`src/rtl/piso_serializer.sv`:
```
// Parallel-in / serial-out shifter, MSB first, with registered serial_out/serial_valid/done.
// Define PISO_PARITY_EN to append an even-parity bit as an extra PARITY cycle after the data bits.
module piso_serializer #(
    parameter int WIDTH = 8
) (
    input  logic             clk,
    input  logic             reset,
    input  logic             load_valid,
    input  logic [WIDTH-1:0] parallel_in,
    output logic             load_ready,
    output logic             serial_out,
    output logic             serial_valid,
    output logic             done,
    output logic [1:0]       dbg_state_o
);

    localparam int CW = $clog2(WIDTH);

    typedef enum logic [1:0] {
        ST_IDLE   = 2'd0,
        ST_SHIFT  = 2'd1
`ifdef PISO_PARITY_EN
        ,
        ST_PARITY = 2'd2
`endif
    } state_t;

    state_t           state_q, state_d;
    logic [WIDTH-1:0] shreg_q, shreg_d;
    logic [CW-1:0]    cnt_q, cnt_d;
    logic             valid_q, valid_d;
    logic             done_q, done_d;
`ifdef PISO_PARITY_EN
    logic             parity_q, parity_d;
`endif

    // Handshake: a word is taken on a rising edge where load_valid && load_ready; load_valid is ignored otherwise.
    always_ff @(posedge clk or posedge reset) begin
        if (reset) begin
            state_q <= ST_IDLE;
        end else begin
            state_q <= state_d;
        end
    end

    always_comb begin
        state_d = state_q;
        case (state_q)
            ST_IDLE: begin
                if (load_valid) begin
                    state_d = ST_SHIFT;
                end
            end
            ST_SHIFT: begin
                if (cnt_q == '0) begin
`ifdef PISO_PARITY_EN
                    state_d = ST_PARITY;
`else
                    state_d = ST_IDLE;
`endif
                end
            end
`ifdef PISO_PARITY_EN
            ST_PARITY: begin
                state_d = ST_IDLE;
            end
`endif
            default: begin
                state_d = ST_IDLE;
            end
        endcase
    end

    // serial_out is the shift register MSB, so the register drains to zero as the frame ends.
    always_comb begin
        shreg_d  = shreg_q;
        cnt_d    = cnt_q;
        valid_d  = 1'b0;
        done_d   = 1'b0;
`ifdef PISO_PARITY_EN
        parity_d = parity_q;
`endif
        case (state_q)
            ST_IDLE: begin
                if (load_valid) begin
                    shreg_d  = parallel_in;
                    cnt_d    = CW'(WIDTH - 1);
                    valid_d  = 1'b1;
`ifdef PISO_PARITY_EN
                    parity_d = ^parallel_in;
`endif
                end
            end
            ST_SHIFT: begin
                if (cnt_q != '0) begin
                    shreg_d = {shreg_q[WIDTH-2:0], 1'b0};
                    cnt_d   = cnt_q - CW'(1);
                    valid_d = 1'b1;
`ifndef PISO_PARITY_EN
                    done_d  = (cnt_q == CW'(1));
`endif
                end else begin
`ifdef PISO_PARITY_EN
                    shreg_d = {parity_q, {(WIDTH-1){1'b0}}};
                    valid_d = 1'b1;
                    done_d  = 1'b1;
`else
                    shreg_d = {shreg_q[WIDTH-2:0], 1'b0};
`endif
                end
            end
`ifdef PISO_PARITY_EN
            ST_PARITY: begin
                shreg_d = {shreg_q[WIDTH-2:0], 1'b0};
            end
`endif
            default: begin
                shreg_d = '0;
                cnt_d   = '0;
            end
        endcase
    end

    always_ff @(posedge clk or posedge reset) begin
        if (reset) begin
            shreg_q  <= '0;
            cnt_q    <= '0;
            valid_q  <= 1'b0;
            done_q   <= 1'b0;
`ifdef PISO_PARITY_EN
            parity_q <= 1'b0;
`endif
        end else begin
            shreg_q  <= shreg_d;
            cnt_q    <= cnt_d;
            valid_q  <= valid_d;
            done_q   <= done_d;
`ifdef PISO_PARITY_EN
            parity_q <= parity_d;
`endif
        end
    end

    assign load_ready   = (state_q == ST_IDLE);
    assign serial_out   = shreg_q[WIDTH-1];
    assign serial_valid = valid_q;
    assign done         = done_q;
    assign dbg_state_o  = state_q;

endmodule
```
`config.mk`:
```
export PLATFORM = sky130hd
export DESIGN_NAME = piso_serializer
export DESIGN_NICKNAME = d
export VERILOG_FILES = /design/src/rtl/piso_serializer.sv
export SDC_FILE = /design/constraint.sdc
export NUM_CORES = 1
export LEC_CHECK = 0
export CAP_MARGIN = 40
export CORE_MARGIN = 3
export CORE_UTILIZATION = 45
export CTS_CLUSTER_SIZE = 40
export DETAILED_ROUTE_END_ITERATION = 10
export DONT_BUFFER_PORTS = 1
export GPL_ROUTABILITY_DRIVEN = 0
export PLACE_DENSITY_LB_ADDON = 0.05
export SYNTH_ARGS = -nofsm -noshare
export SYNTH_HDL_FRONTEND = slang
export SYNTH_SLANG_ARGS = --single-unit
```
`constraint.sdc`:
```
create_clock -name clk -period 2.9 [get_ports clk]
set_clock_uncertainty 0.05 [all_clocks]
set_input_delay 0.145 -clock clk [delete_from_list [all_inputs] [get_ports clk]]
set_output_delay 0.145 -clock clk [all_outputs]
set_load 0.005 [all_outputs]
```
* After elaboration in Yosys (flattened, before gate mapping)
Index checks and enable logic that the tools add are counted.
** Operators by class
- $add $sub $neg :: 1
- Bitwise gates (word level) :: 0
- $lt $le $gt $ge :: 0
- Shifts and indexed selects :: 0
- Divide/modulo/power cells :: 0
- Mux-type cells :: 13
- $mul :: 0
- Equality and inequality tests :: 5
- Reduce and logical (&&, ||, !) cells :: 5
** Operators with widths (number)
- case mux 8 bit (2 select lines) :: 1
- two-way mux 8 bit :: 1
- two-way mux 3 bit :: 2
- != test 2 bit, second input constant :: 3
- case mux 3 bit (2 select lines) :: 1
- two-way mux 1 bit :: 4
- two-way mux 2 bit :: 2
- case mux 2 bit (2 select lines) :: 1
- AND reduction 2 bit :: 2
- equality test 3 x 1 -> 1 bit, second input constant :: 1
- logical NOT 3 bit :: 1
- nonzero test 3 bit :: 1
- subtractor 3 x 1 -> 3 bit, second input constant :: 1
- equality test 2 x 1 -> 1 bit, second input constant :: 1
- logical NOT 2 bit :: 1
- case mux 1 bit (2 select lines) :: 1
** Storage, ports and cells
- Bits in registers :: 15
- Memories :: 0
- Output and inout bits :: 6
- ROM bits :: 0
- Latch bits :: 0
- Input bits :: 11
- RAM bits :: 0

* Longest topological paths before layout
Gate-level depths: netlist of the first run.
- Word-level depth :: 3
- Depth in mapped cells :: 5
- Depth with buffers taken out :: 5

* Least setup slack after synthesis of the first run
No wires, ideal clock.
- Path type :: flip-flop to flip-flop
- From :: register cnt_q[0]
- To :: register cnt_q[0]
- Path slack :: 1780 ps
- Cell stages (with the launch flop) :: 5
- Data arrival time :: 951 ps
- Buffers on the path :: 0
- Required time :: 2731 ps
- Library setup time :: 119 ps
- Path through :: dfrtp_1 inv_1 ha_1 a31oi_2 o21a_1
** Between the ends
- Cells in the longest elaborated chain, start to end :: 3
- Elaborated cells between the ends (all ways) :: 6
- Classes of those cells :: 1 x add/sub; 1 x eq/ne; 2 x mux; 2 x reduce/logical
** Ends and longest elaborated chain
- start, declared :: RTL line 30 : logic [CW-1:0] cnt_q, cnt_d;
- start signal, assigned :: RTL line 135 : cnt_q <= cnt_d;
- subtractor 3 x 1 -> 3 bit / nonzero test 3 bit (equally long branches) :: RTL line 97, 95
- two-way mux 3 bit / != test 2 bit (equally long branches)
- case mux 3 bit (2 select lines) / AND reduction 2 bit (equally long branches)
Several ways; a longest one is shown, not always the timed one. The select of a mux whose other input is x is not followed.
A chain may end at the register's enable or synchronous reset.

* Worst setup path after layout of the first run
- From :: register state_q[0] (netlist: dbg_state_o[0])
- To :: register cnt_q[1]
** Between the ends
- Cells in the longest elaborated chain, start to end :: 3
- Elaborated cells between the ends (all ways) :: 6
- Classes of those cells :: 3 x eq/ne; 1 x mux; 2 x reduce/logical
** Ends and longest elaborated chain
- start, declared :: RTL line 28 : state_t state_q, state_d;
- start signal, assigned :: RTL line 42 : state_q <= state_d;
- equality test 2 x 1 -> 1 bit / logical NOT 2 bit (equally long branches) :: RTL line 83 : case (state_q)
- != test 2 bit (no line)
- AND reduction 2 bit (no line)
Several ways; a longest one is shown, not always the timed one.

==> results of run 1 <==
[where the power goes]
part,internal (uW),switching (uW),total (uW)
clock,47.9,53.2,101
combinational,92.1,94.8,187
sequential,270,77.8,348
[registers in the layout (all words and copies together) (netlist names)]
signal	count
shreg_q	8
cnt_q	3
dbg_state_o	1
done	1
serial_valid	1
[repair_timing]
action                     in CTS  in global routing
hold buffers                    3                  0
hold endpoints to repair       15                  0
setup endpoints to repair       0                  0
[worst max-delay path: stages, from the launching register on]
cell and delay [ns]:
dfrtp_1 0.80, a31oi_2 0.23, o21a_1 0.23
[cell type report]
class                      count  area (um2)
tap                           15        18.8
clock buffer                   3        22.5
fill                         127         639
timing repair buffer           3        30.0
multi-input combinational     40         270
inverter                       5        18.8
sequential                    14         350
[cells by family after synthesis]
group           count (synthesis)  synth area share, %
fa+ha+maj                       3                 5.62
simple gates                   16                 10.7
buf+inv                         9                 7.12
mux                             8                 12.0
flops                          14                 52.4
other cells                     1                0.561
compound gates                 12                 11.6
[cell usage in the layout (no fill, tap or decap), drive strengths merged]
cell	instances
inv	5
nand2b	1
mux2i	8
dfrtp	14
and3	1
nor2	4
dlygate4sd3	3
nand3	3
ha	3
a31oi	2
o21a	2
nand2	7
o221ai	1
o21ai	7
clkbuf	3
conb	1
[routing by layer]
| layer | global-route usage (%) | share of wire [%] | up-vias |
|---|---|---|---|
| met5 | 0 | 0 | - |
| met4 | 7.23 | 1.1 | 0 |
| li1 | - | - | 213 |
| met3 | 3.66 | 6.9 | 2 |
| met2 | 18.1 | 44 | 11 |
| met1 | 18.8 | 48 | 190 |
[per-stage QoR]
stage / util [%] / hold WS [ns] / cell area, um2 / setup slack (ns) / cells
2_1_floorplan: - / -0.0158 / 668 / 1.78 / 63
3_3_place_gp: 48.7 / 0.0486 / 658 / 1.52 / 74
3_5_place_dp: 48.7 / 0.0412 / 658 / 1.46 / 74
4_1_cts: 52.6 / 0.0162 / 711 / 1.46 / 80
5_1_grt: 52.6 / 0.0204 / 711 / 1.33 / 80
6_report: 52.6 / 0.0277 / 711 / 1.47 / 80
[how the worst min path moves through the flow]
stage                from                         end  slack (ns)  cells after the start
6_report       load_valid  dbg_state_o[0]$_DFFE_PP0P_        0.03                      2
5_1_grt        load_valid  dbg_state_o[0]$_DFFE_PP0P_        0.02                      2
4_1_cts        load_valid  dbg_state_o[0]$_DFFE_PP0P_        0.02                      2
3_5_place_dp        reset      shreg_q[6]$_DFFE_PP0P_        0.04                      1
3_3_place_gp        reset              done$_DFF_PP0_        0.05                      1
2_1_floorplan       reset        cnt_q[0]$_DFFE_PP0P_       -0.02                      1
==> flow_summary.html, run 1 <==
<table>
<tr><th>Metric</th><th>Value</th></tr>
<tr><th colspan="2">Global route</th></tr>
<tr><td>Wire length of the first global-routing pass</td><td>1.90 mm</td></tr>
<tr><td>Overall fraction of global-route tracks in use</td><td>13.2%</td></tr>
<tr><td>Overflow left after global routing</td><td>0</td></tr>
<tr><td>Vias in the first global route</td><td>roughly 450</td></tr>
<tr><td>Initial antenna violation count</td><td>0</td></tr>
<tr><td>Maximum number of pins on one net before global-route repair</td><td>26</td></tr>
<tr><th colspan="2">Critical path</th></tr>
<tr><td>Data arrival time of the worst path</td><td>1.54 ns</td></tr>
<tr><td>Reg-to-reg endpoint</td><td>cnt_q[1]$_DFFE_PP0P_</td></tr>
<tr><td>Crit. Startpoint</td><td>dbg_state_o[0]$_DFFE_PP0P_</td></tr>
<tr><td>Worst EP required</td><td>approximately 3 ns</td></tr>
<tr><td>Type of the worst setup path</td><td>reg2reg</td></tr>
<tr><td>Maximum net fanout on the critical path</td><td>25</td></tr>
<tr><td>Critical path capture point</td><td>cnt_q[1]$_DFFE_PP0P_</td></tr>
<tr><td>Worst R2R Path Depth</td><td>2</td></tr>
<tr><td>Worst R2R Setup Slack</td><td>approximately 1.5 ns</td></tr>
<tr><td>Worst reg2reg startpoint</td><td>dbg_state_o[0]$_DFFE_PP0P_</td></tr>
<tr><td>Capturing element type of the critical path</td><td>flip-flop</td></tr>
<tr><td>Worst setup SP type</td><td>flip-flop</td></tr>
<tr><th colspan="2">STA</th></tr>
<tr><td>Fin crit share</td><td>approximately 49%</td></tr>
<tr><td>Setup TNS</td><td>0 ns</td></tr>
<tr><td>Slew @ Worst Pin</td><td>between 0.7 and 0.8 ns</td></tr>
<tr><td>Highest Clock Rate</td><td>700 MHz</td></tr>
<tr><td>Max Slew Vio Count</td><td>0</td></tr>
<tr><td>Final Hold Violating Endpoints</td><td>0</td></tr>
<tr><td>Min cycle time layout</td><td>1.43 ns</td></tr>
<tr><td>Setup repair after global routing missed its margin</td><td>no</td></tr>
<tr><td>Number of endpoints failing setup at the final stage</td><td>0</td></tr>
<tr><td>Relative slew slack</td><td>between 50% and 60%</td></tr>
<tr><th colspan="2">Floorplanning</th></tr>
<tr><td>Chip height</td><td>between 40 and 50 um</td></tr>
<tr><td>DIE AREA</td><td>between 1500 and 2000 um2</td></tr>
<tr><td>Initial core utilization</td><td>between 40% and 50%</td></tr>
<tr><td>I/O pin count</td><td>17</td></tr>
<tr><td>Die width</td><td>between 40 and 50 um</td></tr>
<tr><td>Core Box Area</td><td>1350 um2</td></tr>
<tr><td>Site row count</td><td>13</td></tr>
<tr><th colspan="2">Synthesis</th></tr>
<tr><td>Largest area contributor in the netlist</td><td>dfrtp_1</td></tr>
<tr><td>Number of synthesized register bits</td><td>14</td></tr>
<tr><td>Ys flop type</td><td>dfrtp_1</td></tr>
<tr><td>Post-synthesis net count</td><td>77</td></tr>
<tr><td>Cells after synthesis</td><td>63</td></tr>
<tr><td>Area share of the largest cell type after synthesis</td><td>between 50% and 60%</td></tr>
<tr><td>Post-synth top cells</td><td>dfrtp_1, mux2i_1, nand2_1, o21ai_0, inv_1</td></tr>
<tr><td>Synthesized area divided by synthesized cell count</td><td>around 11 um2</td></tr>
<tr><td>Largest cells by area after synthesis</td><td>dfrtp_1, mux2i_1, ha_1</td></tr>
<tr><td>Most frequent cell after synthesis</td><td>dfrtp_1</td></tr>
<tr><td>Number of warnings reported in the yosys synthesis log</td><td>0</td></tr>
<tr><td>Cell area after synthesis</td><td>between 600 and 700 um2</td></tr>
<tr><td>Number of flops mapped to enable cells by yosys</td><td>0</td></tr>
<tr><td>Sequential cell area fraction in the yosys report</td><td>52.4%</td></tr>
<tr><td>Number of unique standard cell types used by synthesis</td><td>20</td></tr>
<tr><td>Share of async-settable or async-resettable flops after synthesis</td><td>100%</td></tr>
<tr><th colspan="2">Final layout</th></tr>
<tr><td>Net count of the finished layout</td><td>81</td></tr>
<tr><td>Fraction of final layout cells sized beyond drive strength 1</td><td>7.69%</td></tr>
<tr><td>Synthesis-to-finish area growth</td><td>6.37%</td></tr>
<tr><td>Count of inserted antenna diode cells</td><td>0</td></tr>
<tr><th colspan="2">Power</th></tr>
<tr><td>Cell area power density</td><td>between 800 and 900 nW/um2</td></tr>
<tr><td>Peak supply drop</td><td>roughly 0.00040 V</td></tr>
<tr><td>Leak Pwr</td><td>between 0.0003 and 0.0004 uW</td></tr>
<tr><td>Overall power</td><td>approximately 640 uW</td></tr>
<tr><th colspan="2">Route</th></tr>
<tr><td>Number of iterations in the first detailed-routing pass</td><td>4</td></tr>
<tr><td>DRC viols</td><td>0</td></tr>
<tr><td>Via count of the routed design</td><td>416</td></tr>
<tr><td>Number of DRC markers after the initial detailed-route iteration</td><td>3</td></tr>
<tr><td>Average vias per placed instance</td><td>roughly 5.2</td></tr>
<tr><td>Post-route antenna net violation count</td><td>0</td></tr>
<tr><td>Routed len/inst</td><td>about 13 um</td></tr>
<tr><td>Wirelength, routed</td><td>roughly 1.1 mm</td></tr>
<tr><th colspan="2">CTS</th></tr>
<tr><td>Buffer cell driving the clock tree root</td><td>clkbuf_4</td></tr>
<tr><td>Clock Pin Slew Worst Setup and Hold Paths</td><td>around 0.07 ns</td></tr>
<tr><td>Setup fix buffers added after clock tree synthesis</td><td>0</td></tr>
<tr><td>H-tree levels</td><td>1</td></tr>
<tr><td>Clock tree from TritonCTS</td><td>built</td></tr>
<tr><td>Number of sinks driven by the clock tree</td><td>14</td></tr>
<tr><td>Resized cells post-CTS</td><td>0</td></tr>
<tr><td>Clock buffer depth</td><td>2</td></tr>
<tr><td>CTS buffer count</td><td>3</td></tr>
<tr><td>Worst-skew pair later-pin latency</td><td>~0.26 ns</td></tr>
<tr><th colspan="2">Place</th></tr>
<tr><td>Post-DP HPWL</td><td>between 700 and 800 um</td></tr>
<tr><td>Port Buffer Count</td><td>0</td></tr>
<tr><th colspan="2">Hold path</th></tr>
<tr><td>Type of the worst min-delay path</td><td>in2reg</td></tr>
<tr><th colspan="2">Run</th></tr>
<tr><td>Max-cap violation count</td><td>0</td></tr>
<tr><th colspan="2">Run status</th></tr>
<tr><td>Status</td><td>completed</td></tr>
</table>
Power figures use the tool's default switching activity.
==> run 2: changes to the inputs <==
==> constraint.sdc (replaced) <==
create_clock -name clk -period 1.5 [get_ports clk]
set_clock_uncertainty 0.05 [all_clocks]
set_input_delay 0.075 -clock clk [delete_from_list [all_inputs] [get_ports clk]]
set_output_delay 0.075 -clock clk [all_outputs]
set_load 0.005 [all_outputs]
==> run 2 against run 1 <==
Compared with the run above:
- power grew 99%
- sequential power grew 82%
- combinational power grew 130%
- clock-buffer cell count is the same
- routed wire length grew 11%
- sequential share of layout area shrank 5.4 points
- die area is the same
- final area grew 12%
- via count grew 10%
- non-clock buffer count grew 9
- setup slack lost 1.3 ns
- clock power grew 100%
- largest power group unchanged
==> flow_summary.html, run 2 (same netlist as run 1, synthesis figures left out) <==
<table>
<tr><th>Metric</th><th>Value</th></tr>
<tr><th colspan="2">Critical path</th></tr>
<tr><td>Worst EP required</td><td>1.37 ns (was 3.01 ns)</td></tr>
<tr><td>Crit. Startpoint</td><td>dbg_state_o[0]$_DFFE_PP0P_ (unchanged)</td></tr>
<tr><td>Capturing element type of the critical path</td><td>primary output (was flip-flop)</td></tr>
<tr><td>Worst reg2reg startpoint</td><td>shreg_q[0]$_DFFE_PP0P_ (was dbg_state_o[0]$_DFFE_PP0P_)</td></tr>
<tr><td>Worst setup SP type</td><td>flip-flop (unchanged)</td></tr>
<tr><td>Type of the worst setup path</td><td>reg2out (was reg2reg)</td></tr>
<tr><td>Data arrival time of the worst path</td><td>1.16 ns (was 1.54 ns)</td></tr>
<tr><td>Maximum net fanout on the critical path</td><td>16 (was 25)</td></tr>
<tr><th colspan="2">Global route</th></tr>
<tr><td>Vias in the first global route</td><td>465 (was 452)</td></tr>
<tr><td>Initial antenna violation count</td><td>0 (unchanged)</td></tr>
<tr><td>Maximum number of pins on one net before global-route repair</td><td>17 (was 26)</td></tr>
<tr><td>Wire length of the first global-routing pass</td><td>1.92 mm (was 1.90 mm)</td></tr>
<tr><td>Overflow left after global routing</td><td>0 (unchanged)</td></tr>
<tr><td>Overall fraction of global-route tracks in use</td><td>14.4% (was 13.2%)</td></tr>
<tr><th colspan="2">STA</th></tr>
<tr><td>Setup repair after global routing missed its margin</td><td>no (unchanged)</td></tr>
<tr><td>Worst path setup slack after routing</td><td>0.219 ns (was 1.47 ns)</td></tr>
<tr><td>Number of endpoints failing setup at the final stage</td><td>0 (unchanged)</td></tr>
<tr><td>Final Hold Violating Endpoints</td><td>0 (unchanged)</td></tr>
<tr><td>Setup TNS</td><td>0 ns (unchanged)</td></tr>
<tr><td>Relative slew slack</td><td>64.1% (was 52.7%)</td></tr>
<tr><td>Highest Clock Rate</td><td>approximately 800 MHz</td></tr>
<tr><td>Max Slew Vio Count</td><td>0 (unchanged)</td></tr>
<tr><td>Min cycle time layout</td><td>between 1 and 1.5 ns</td></tr>
<tr><td>Slew @ Worst Pin</td><td>0.539 ns (was 0.709 ns)</td></tr>
<tr><td>Fin crit share</td><td>a little under nine tenths</td></tr>
<tr><td>Final Hold Slack</td><td>0.240 ns (was 0.0277 ns)</td></tr>
<tr><th colspan="2">CTS</th></tr>
<tr><td>H-tree levels</td><td>1 (unchanged)</td></tr>
<tr><td>Worst-skew pair later-pin latency</td><td>0.27 ns (was 0.26 ns)</td></tr>
<tr><td>Clock tree from TritonCTS</td><td>built (unchanged)</td></tr>
<tr><td>Number of sinks driven by the clock tree</td><td>14 (unchanged)</td></tr>
<tr><td>Buffer cell driving the clock tree root</td><td>clkbuf_4 (unchanged)</td></tr>
<tr><td>Setup fix buffers added after clock tree synthesis</td><td>0 (unchanged)</td></tr>
<tr><td>Resized cells post-CTS</td><td>0 (unchanged)</td></tr>
<tr><td>Clock Pin Slew Worst Setup and Hold Paths</td><td>0.08 ns (was 0.07 ns)</td></tr>
<tr><td>CTS buffer count</td><td>3 (unchanged)</td></tr>
<tr><td>Clock buffer depth</td><td>2 (unchanged)</td></tr>
<tr><th colspan="2">Final layout</th></tr>
<tr><td>Sequential standard cell area</td><td>350 um2 (unchanged)</td></tr>
<tr><td>Number of filler cells placed in the layout</td><td>118 (was 127)</td></tr>
<tr><td>Multi-input gate area in the final layout</td><td>270 um2 (unchanged)</td></tr>
<tr><td>Flip-flop count of the largest register after layout</td><td>8 (unchanged)</td></tr>
<tr><td>Commonest non-fill, non-tap cells in the layout</td><td>dfrtp_1, dlygate4sd3_1, mux2i_1 (was dfrtp_1, mux2i_1, nand2_1, o21ai_0, inv_1)</td></tr>
<tr><td>Synthesis-to-finish area growth</td><td>19.5% (was 6.37%)</td></tr>
<tr><td>Leading registers by flop count</td><td>shreg_q x8, cnt_q x3 (unchanged)</td></tr>
<tr><td>Largest reg by FF count</td><td>shreg_q (unchanged)</td></tr>
<tr><td>Most common library cell in the layout ignoring fill and taps</td><td>dfrtp_1 (unchanged)</td></tr>
<tr><td>End-of-flow core utilization</td><td>59.1% (was 52.6%)</td></tr>
<tr><td>Net count of the finished layout</td><td>90 (was 81)</td></tr>
<tr><td>Fraction of final layout cells sized beyond drive strength 1</td><td>8.11% (was 7.69%)</td></tr>
<tr><td>Count of inserted antenna diode cells</td><td>0 (unchanged)</td></tr>
<tr><th colspan="2">Floorplanning</th></tr>
<tr><td>Initial core utilization</td><td>49.5% (unchanged)</td></tr>
<tr><td>Site row count</td><td>13 (unchanged)</td></tr>
<tr><td>DIE AREA</td><td>1980 um2 (unchanged)</td></tr>
<tr><td>Chip height</td><td>44.5 um (unchanged)</td></tr>
<tr><td>Core Box Area</td><td>1350 um2 (unchanged)</td></tr>
<tr><td>Die width</td><td>44.5 um (unchanged)</td></tr>
<tr><td>I/O pin count</td><td>17 (unchanged)</td></tr>
<tr><th colspan="2">Power</th></tr>
<tr><td>Cell area power density</td><td>1590 nW/um2 (was 894 nW/um2)</td></tr>
<tr><td>Overall power</td><td>1270 uW (was 636 uW)</td></tr>
<tr><td>Peak supply drop</td><td>0.000762 V (was 0.000398 V)</td></tr>
<tr><td>Leak Pwr</td><td>0.000389 uW (was 0.000351 uW)</td></tr>
<tr><th colspan="2">Route</th></tr>
<tr><td>Number of DRC markers after the initial detailed-route iteration</td><td>3 (unchanged)</td></tr>
<tr><td>Average vias per placed instance</td><td>5.16 (was 5.20)</td></tr>
<tr><td>DRC viols</td><td>0 (unchanged)</td></tr>
<tr><td>Number of iterations in the first detailed-routing pass</td><td>4 (unchanged)</td></tr>
<tr><td>Wirelength, routed</td><td>1.18 mm (was 1.06 mm)</td></tr>
<tr><td>Post-route antenna net violation count</td><td>0 (unchanged)</td></tr>
<tr><td>Routed len/inst</td><td>13.2 um (about the same)</td></tr>
<tr><td>Via count of the routed design</td><td>459 (was 416)</td></tr>
<tr><th colspan="2">Place</th></tr>
<tr><td>Post-placement setup slack</td><td>0.289 ns (was 1.46 ns)</td></tr>
<tr><td>Post-DP HPWL</td><td>734 um (was 743 um)</td></tr>
<tr><td>Port Buffer Count</td><td>0 (unchanged)</td></tr>
<tr><th colspan="2">Run</th></tr>
<tr><td>Max-cap violation count</td><td>0 (unchanged)</td></tr>
<tr><th colspan="2">Run status</th></tr>
<tr><td>Status</td><td>completed (unchanged)</td></tr>
<tr><th colspan="2">Hold path</th></tr>
<tr><td>Type of the worst min-delay path</td><td>in2async (was in2reg)</td></tr>
</table>
==> run 2: layout make-up <==
class,count,share of cell area [%]
clock buffers,3,2.82
multi-input cells,40,33.9
repair buffers,12,14.7
well taps,15,2.35
flip-flops and latches,14,43.9
inverters,5,2.35
==> run 2: worst paths after layout <==
check,to,slack [ns],cells after the start
max,load_ready,0.22,2
min,shreg_q[5]$_DFFE_PP0P_,0.24,2
max reg2reg,shreg_q[0]$_DFFE_PP0P_,0.25,3
min reg2reg,shreg_q[6]$_DFFE_PP0P_,0.43,2
max in group asynchronous,cnt_q[1]$_DFFE_PP0P_,0.80,2
min in group clk,shreg_q[6]$_DFFE_PP0P_,0.43,2
==> run 2: report_power, final <==
part           leakage (uW)  switching, uW  total, uW  internal (uW)
clock             0.0000138            110        203           92.9
combinational      0.000201            226        430            204
sequential         0.000174            111        633            522
==> run 2: layer usage <==
layer	GRT usage [%]	routed length, um
met5	0	0
met4	10.8	36
met3	4.47	80
met2	22.9	544
met1	15.9	514
==> run 2: stage by stage <==
stage / area (um2) / cells
floorplan: 668 / 63
global placement: 666 / 75
detailed placement: 666 / 75
CTS: 798 / 89
global route: 798 / 89
finish: 798 / 89
==> run 2: timing repair <==
action	in CTS	in global routing
hold buffers	11	0
setup endpoints to repair	0	0
hold endpoints to repair	25	0
==> run 2: worst max-delay path, cell delays in order (launching register included) <==
cell and delay, ns:
dfrtp_1 0.55, buf_4 0.26, inv_1 0.07
==> run 3: changes to the inputs <==
--- a/config.mk
+++ b/config.mk
@@ -5,11 +5,12 @@
 export SDC_FILE = /design/constraint.sdc
 export NUM_CORES = 1
 export LEC_CHECK = 0
+export ABC_AREA = 1
 export CAP_MARGIN = 40
-export CORE_MARGIN = 3
-export CORE_UTILIZATION = 45
+export CORE_AREA = 3 3 40 42
 export CTS_CLUSTER_SIZE = 40
 export DETAILED_ROUTE_END_ITERATION = 10
+export DIE_AREA = 0 0 43 45
 export DONT_BUFFER_PORTS = 1
 export GPL_ROUTABILITY_DRIVEN = 0
 export PLACE_DENSITY_LB_ADDON = 0.05
==> run 3 against run 2 <==
Compared with the run above:
- setup slack gained 0.051 ns
- via count grew 8.7%
- hold slack lost 0.019 ns
- utilization grew 5.5 points
- synthesized cell count grew 25%
- sequential share of layout area shrank 1.7 points
- clock power grew 33%
- cell count grew 20%
- non-clock buffer count shrank 1
- fmax grew 4.2%
==> flow_summary.html, run 3 <==
<table>
<tr><th>Metric</th><th>Value</th></tr>
<tr><th colspan="2">Run status</th></tr>
<tr><td>Status</td><td>completed (unchanged)</td></tr>
<tr><th colspan="2">CTS</th></tr>
<tr><td># hold bufs at CTS</td><td>10 (was 11)</td></tr>
<tr><td>Worst-skew pair later-pin latency</td><td>0.28 ns (was 0.27 ns)</td></tr>
<tr><td>CTS buffer count</td><td>3 (unchanged)</td></tr>
<tr><td>Buffer cell driving the clock tree root</td><td>clkbuf_4 (unchanged)</td></tr>
<tr><td>Clock buffer depth</td><td>2 (unchanged)</td></tr>
<tr><td>Clock tree from TritonCTS</td><td>built (unchanged)</td></tr>
<tr><td>H-tree levels</td><td>1 (unchanged)</td></tr>
<tr><td>Clock Pin Slew Worst Setup and Hold Paths</td><td>0.09 ns (was 0.08 ns)</td></tr>
<tr><td>Setup fix buffers added after clock tree synthesis</td><td>0 (unchanged)</td></tr>
<tr><td>Resized cells post-CTS</td><td>0 (unchanged)</td></tr>
<tr><td>Number of sinks driven by the clock tree</td><td>14 (unchanged)</td></tr>
<tr><th colspan="2">Place</th></tr>
<tr><td>Post-DP HPWL</td><td>822 um (was 734 um)</td></tr>
<tr><td>Cell count after placement</td><td>93 (was 75)</td></tr>
<tr><td>Port Buffer Count</td><td>0 (unchanged)</td></tr>
<tr><th colspan="2">Power</th></tr>
<tr><td>Cell area power density</td><td>1800 nW/um2 (was 1590 nW/um2)</td></tr>
<tr><td>Leak Pwr</td><td>0.000460 uW (was 0.000389 uW)</td></tr>
<tr><td>Peak supply drop</td><td>0.00116 V (was 0.000762 V)</td></tr>
<tr><td>Part of the power in combinational logic</td><td>37.6% (was 34.0%)</td></tr>
<tr><td>Sequential fraction of design power</td><td>44.2% (was 50.0%)</td></tr>
<tr><td>Clock network fraction of design power</td><td>18.2% (was 16.0%)</td></tr>
<tr><td>Internal power</td><td>910 uW (was 819 uW)</td></tr>
<tr><td>Sw Ratio</td><td>39.0% (was 35.3%)</td></tr>
<tr><td>Net Switching</td><td>583 uW (was 447 uW)</td></tr>
<tr><th colspan="2">Final layout</th></tr>
<tr><td>Fraction of final layout cells sized beyond drive strength 1</td><td>18.5% (was 8.11%)</td></tr>
<tr><td>Count of inserted antenna diode cells</td><td>0 (unchanged)</td></tr>
<tr><td>Post-route non-filler standard cell count</td><td>107 (was 89)</td></tr>
<tr><td>Leading registers by flop count</td><td>shreg_q x8, cnt_q x3 (unchanged)</td></tr>
<tr><td>Synthesis-to-finish area growth</td><td>20.9% (was 19.5%)</td></tr>
<tr><td>Commonest non-fill, non-tap cells in the layout</td><td>nand2_1, dfrtp_1, dlygate4sd3_1 (was dfrtp_1, dlygate4sd3_1, mux2i_1)</td></tr>
<tr><td>Flip-flop count of the largest register after layout</td><td>8 (unchanged)</td></tr>
<tr><td>Most common library cell in the layout ignoring fill and taps</td><td>nand2_1 (was dfrtp_1)</td></tr>
<tr><td>Number of filler cells placed in the layout</td><td>103 (was 118)</td></tr>
<tr><td>Net count of the finished layout</td><td>107 (was 90)</td></tr>
<tr><td>Largest reg by FF count</td><td>shreg_q (unchanged)</td></tr>
<tr><th colspan="2">STA</th></tr>
<tr><td>Min cycle time layout</td><td>1.23 ns (was 1.28 ns)</td></tr>
<tr><td>Final Hold Violating Endpoints</td><td>0 (unchanged)</td></tr>
<tr><td>Slew @ Worst Pin</td><td>0.531 ns (was 0.539 ns)</td></tr>
<tr><td>Setup TNS</td><td>0 ns (unchanged)</td></tr>
<tr><td>Number of endpoints failing setup at the final stage</td><td>0 (unchanged)</td></tr>
<tr><td>Max Slew Vio Count</td><td>0 (unchanged)</td></tr>
<tr><td>Setup repair after global routing missed its margin</td><td>no (unchanged)</td></tr>
<tr><td>Highest Clock Rate</td><td>813 MHz (was 781 MHz)</td></tr>
<tr><td>Relative slew slack</td><td>64.5% (was 64.1%)</td></tr>
<tr><td>Fin crit share</td><td>82.0% (was 85.4%)</td></tr>
<tr><th colspan="2">Synthesis</th></tr>
<tr><td>Number of flops mapped to enable cells by yosys</td><td>0 (unchanged)</td></tr>
<tr><td>Number of unique standard cell types used by synthesis</td><td>13 (was 20)</td></tr>
<tr><td>Share of synthesized cell area in full adder, half adder and majority cells</td><td>5.46% (was 5.62%)</td></tr>
<tr><td>Simple-Gate Fraction of Synth Area</td><td>36.4% (was 10.7%)</td></tr>
<tr><td>Ys flop type</td><td>dfrtp_1 (unchanged)</td></tr>
<tr><td>Post-synthesis net count</td><td>93 (was 77)</td></tr>
<tr><td>Cells after synthesis</td><td>79 (was 63)</td></tr>
<tr><td>Most frequent cell after synthesis</td><td>nand2_1 (was dfrtp_1)</td></tr>
<tr><td>Largest cells by area after synthesis</td><td>dfrtp_1, nand2_1, nand3_2 (was dfrtp_1, mux2i_1, ha_1)</td></tr>
<tr><td>Number of synthesized register bits</td><td>14 (unchanged)</td></tr>
<tr><td>Post-synth top cells</td><td>nand2_1, dfrtp_1, nand3_2 (was dfrtp_1, mux2i_1, nand2_1, o21ai_0, inv_1)</td></tr>
<tr><td>Fraction of the mapped netlist area in compound gates</td><td>0% (was 11.6%)</td></tr>
<tr><td>XOR/XNOR share of the synthesized area</td><td>0% (unchanged)</td></tr>
<tr><td>Cell area after synthesis</td><td>687 um2 (was 668 um2)</td></tr>
<tr><td>Share of async-settable or async-resettable flops after synthesis</td><td>100% (unchanged)</td></tr>
<tr><td>Largest area contributor in the netlist</td><td>dfrtp_1 (unchanged)</td></tr>
<tr><td>Number of warnings reported in the yosys synthesis log</td><td>0 (unchanged)</td></tr>
<tr><td>Sequential cell area fraction in the yosys report</td><td>51.0% (was 52.4%)</td></tr>
<tr><td>Area share of the largest cell type after synthesis</td><td>51.0% (was 52.4%)</td></tr>
<tr><td>Largest family of logic cells by synthesized area</td><td>simple AND/OR/NAND/NOR gates (was multiplexers)</td></tr>
<tr><td>Multiplexer share of the synthesized area</td><td>0% (was 12.0%)</td></tr>
<tr><td>Synthesized area divided by synthesized cell count</td><td>8.70 um2 (was 10.6 um2)</td></tr>
<tr><th colspan="2">Critical path</th></tr>
<tr><td>Worst R2R Setup Slack</td><td>0.27 ns (was 0.25 ns)</td></tr>
<tr><td>Worst R2R Path Depth</td><td>7 (was 3)</td></tr>
<tr><td>Capturing element type of the critical path</td><td>flip-flop (was primary output)</td></tr>
<tr><td>Type of the worst setup path</td><td>reg2reg (was reg2out)</td></tr>
<tr><td>Worst EP required</td><td>1.63 ns (was 1.37 ns)</td></tr>
<tr><td>Worst setup SP type</td><td>flip-flop (unchanged)</td></tr>
<tr><td>Data arrival time of the worst path</td><td>1.36 ns (was 1.16 ns)</td></tr>
<tr><td>Worst reg2reg startpoint</td><td>cnt_q[0]$_DFFE_PP0P_ (was shreg_q[0]$_DFFE_PP0P_)</td></tr>
<tr><td>Maximum net fanout on the critical path</td><td>5 (was 16)</td></tr>
<tr><td>Reg-to-reg endpoint</td><td>cnt_q[2]$_DFFE_PP0P_ (was shreg_q[0]$_DFFE_PP0P_)</td></tr>
<tr><th colspan="2">Floorplanning</th></tr>
<tr><td>Die width</td><td>43 um (was 44.5 um)</td></tr>
<tr><td>Core Box Area</td><td>1280 um2 (was 1350 um2)</td></tr>
<tr><td>Initial core utilization</td><td>53.5% (was 49.5%)</td></tr>
<tr><td>Site row count</td><td>13 (unchanged)</td></tr>
<tr><td>DIE AREA</td><td>1940 um2 (was 1980 um2)</td></tr>
<tr><td>I/O pin count</td><td>17 (unchanged)</td></tr>
<tr><td>Chip height</td><td>45 um (was 44.5 um)</td></tr>
<tr><th colspan="2">Route</th></tr>
<tr><td>Routed len/inst</td><td>11.5 um (was 13.2 um)</td></tr>
<tr><td>Via count of the routed design</td><td>499 (was 459)</td></tr>
<tr><td>Number of DRC markers after the initial detailed-route iteration</td><td>6 (was 3)</td></tr>
<tr><td>Number of iterations in the first detailed-routing pass</td><td>3 (was 4)</td></tr>
<tr><td>Post-route antenna net violation count</td><td>0 (unchanged)</td></tr>
<tr><td>Average vias per placed instance</td><td>4.66 (was 5.16)</td></tr>
<tr><td>DRC viols</td><td>0 (unchanged)</td></tr>
<tr><td>Wirelength, routed</td><td>1.23 mm (was 1.18 mm)</td></tr>
<tr><th colspan="2">Global route</th></tr>
<tr><td>Overflow left after global routing</td><td>0 (unchanged)</td></tr>
<tr><td>Overall fraction of global-route tracks in use</td><td>14.8% (was 14.4%)</td></tr>
<tr><td>Maximum number of pins on one net before global-route repair</td><td>15 (was 17)</td></tr>
<tr><td>Initial antenna violation count</td><td>0 (unchanged)</td></tr>
<tr><td>Vias in the first global route</td><td>513 (was 465)</td></tr>
<tr><td>Wire length of the first global-routing pass</td><td>2.14 mm (was 1.92 mm)</td></tr>
<tr><th colspan="2">Run</th></tr>
<tr><td>Max-cap violation count</td><td>0 (unchanged)</td></tr>
<tr><th colspan="2">Hold path</th></tr>
<tr><td>Type of the worst min-delay path</td><td>in2async (unchanged)</td></tr>
</table>
==> run 3: cell types whose count changed after synthesis, moves of 2 or more <==
cell and delta:
nand3_1 -2, mux2i_1 -8, nand2_1 +34, inv_2 +3
o21a_1 -2, nor2_1 -2, nand3_2 +7, o21ai_0 -7
==> run 3: through the flow <==
step	hold slack [ns]	total power [uW]	cell area [um2]	utilization (%)	setup WS (ns)
finish	0.221	1490	831	64.7	0.271
global route	0.258	1630	831	64.7	0.173
CTS	0.229	1510	831	64.7	0.284
detailed placement	-0.0133	1210	694	54.0	0.303
global placement	-0.0159	1200	694	54.0	0.335
floorplan	-0.0858	1100	687	-	0.403
==> run 3: logic make-up after synthesis <==
| logic type | after synthesis |
|---|---|
| adders and majority gates | 3 |
| buffers and inverters | 9 |
| other | 1 |
| and+or+nand+nor | 52 |
| DFF | 14 |
==> run 3: cell type report <==
| cell class | count | area [um2] | area share, % |
|---|---|---|---|
| sequential | 14 | 350 | 42.2 |
| multi-input combinational | 56 | 292 | 35.1 |
| timing repair buffer | 11 | 108 | 13.0 |
| clock buffer | 4 | 36.3 | 4.37 |
| inverter | 7 | 26.3 | 3.16 |
| tap | 15 | 18.8 | 2.26 |
==> run 3: layer usage <==
layer	track usage (%)	part of all wire, %	vias up
met1	19.6	49	220
met5	0	0	-
li1	-	-	262
met2	23.1	44	15
met3	3.19	6.9	2
met4	7.23	0.65	0
==> run 3: power by group through the flow <==
| stage | Clock [uW] | Sequential (uW) | Combinational [uW] |
|---|---|---|---|
| 2_1_floorplan | 0 | 634 | 470 |
| 3_3_place_gp | 0 | 667 | 536 |
| 3_5_place_dp | 0 | 670 | 539 |
| 4_1_cts | 281 | 662 | 563 |
| 5_1_grt | 295 | 683 | 656 |
| 6_report | 271 | 661 | 561 |
==> run 3: worst max path at each step <==
| stage | start | to | slack [ns] | cells after the start |
|---|---|---|---|---|
| 3_5_place_dp | cnt_q[0]$_DFFE_PP0P_ | cnt_q[0]$_DFFE_PP0P_ | 0.30 | 7 |
| 4_1_cts | cnt_q[0]$_DFFE_PP0P_ | cnt_q[0]$_DFFE_PP0P_ | 0.28 | 7 |
| 6_report | cnt_q[0]$_DFFE_PP0P_ | cnt_q[2]$_DFFE_PP0P_ | 0.27 | 7 |
| 5_1_grt | cnt_q[0]$_DFFE_PP0P_ | cnt_q[1]$_DFFE_PP0P_ | 0.17 | 7 |
| 3_3_place_gp | cnt_q[0]$_DFFE_PP0P_ | cnt_q[0]$_DFFE_PP0P_ | 0.33 | 7 |
| 2_1_floorplan | cnt_q[0]$_DFFE_PP0P_ | cnt_q[0]$_DFFE_PP0P_ | 0.40 | 7 |
==> run 3: critical path, stage by stage, from the launching register on <==
cell and delay [ns]:
dfrtp_1 0.40, inv_1 0.11, ha_1 0.15, nand2_1 0.05, nand2_1 0.15, nand2_2 0.11, nand2_1 0.07, nand2_1 0.04
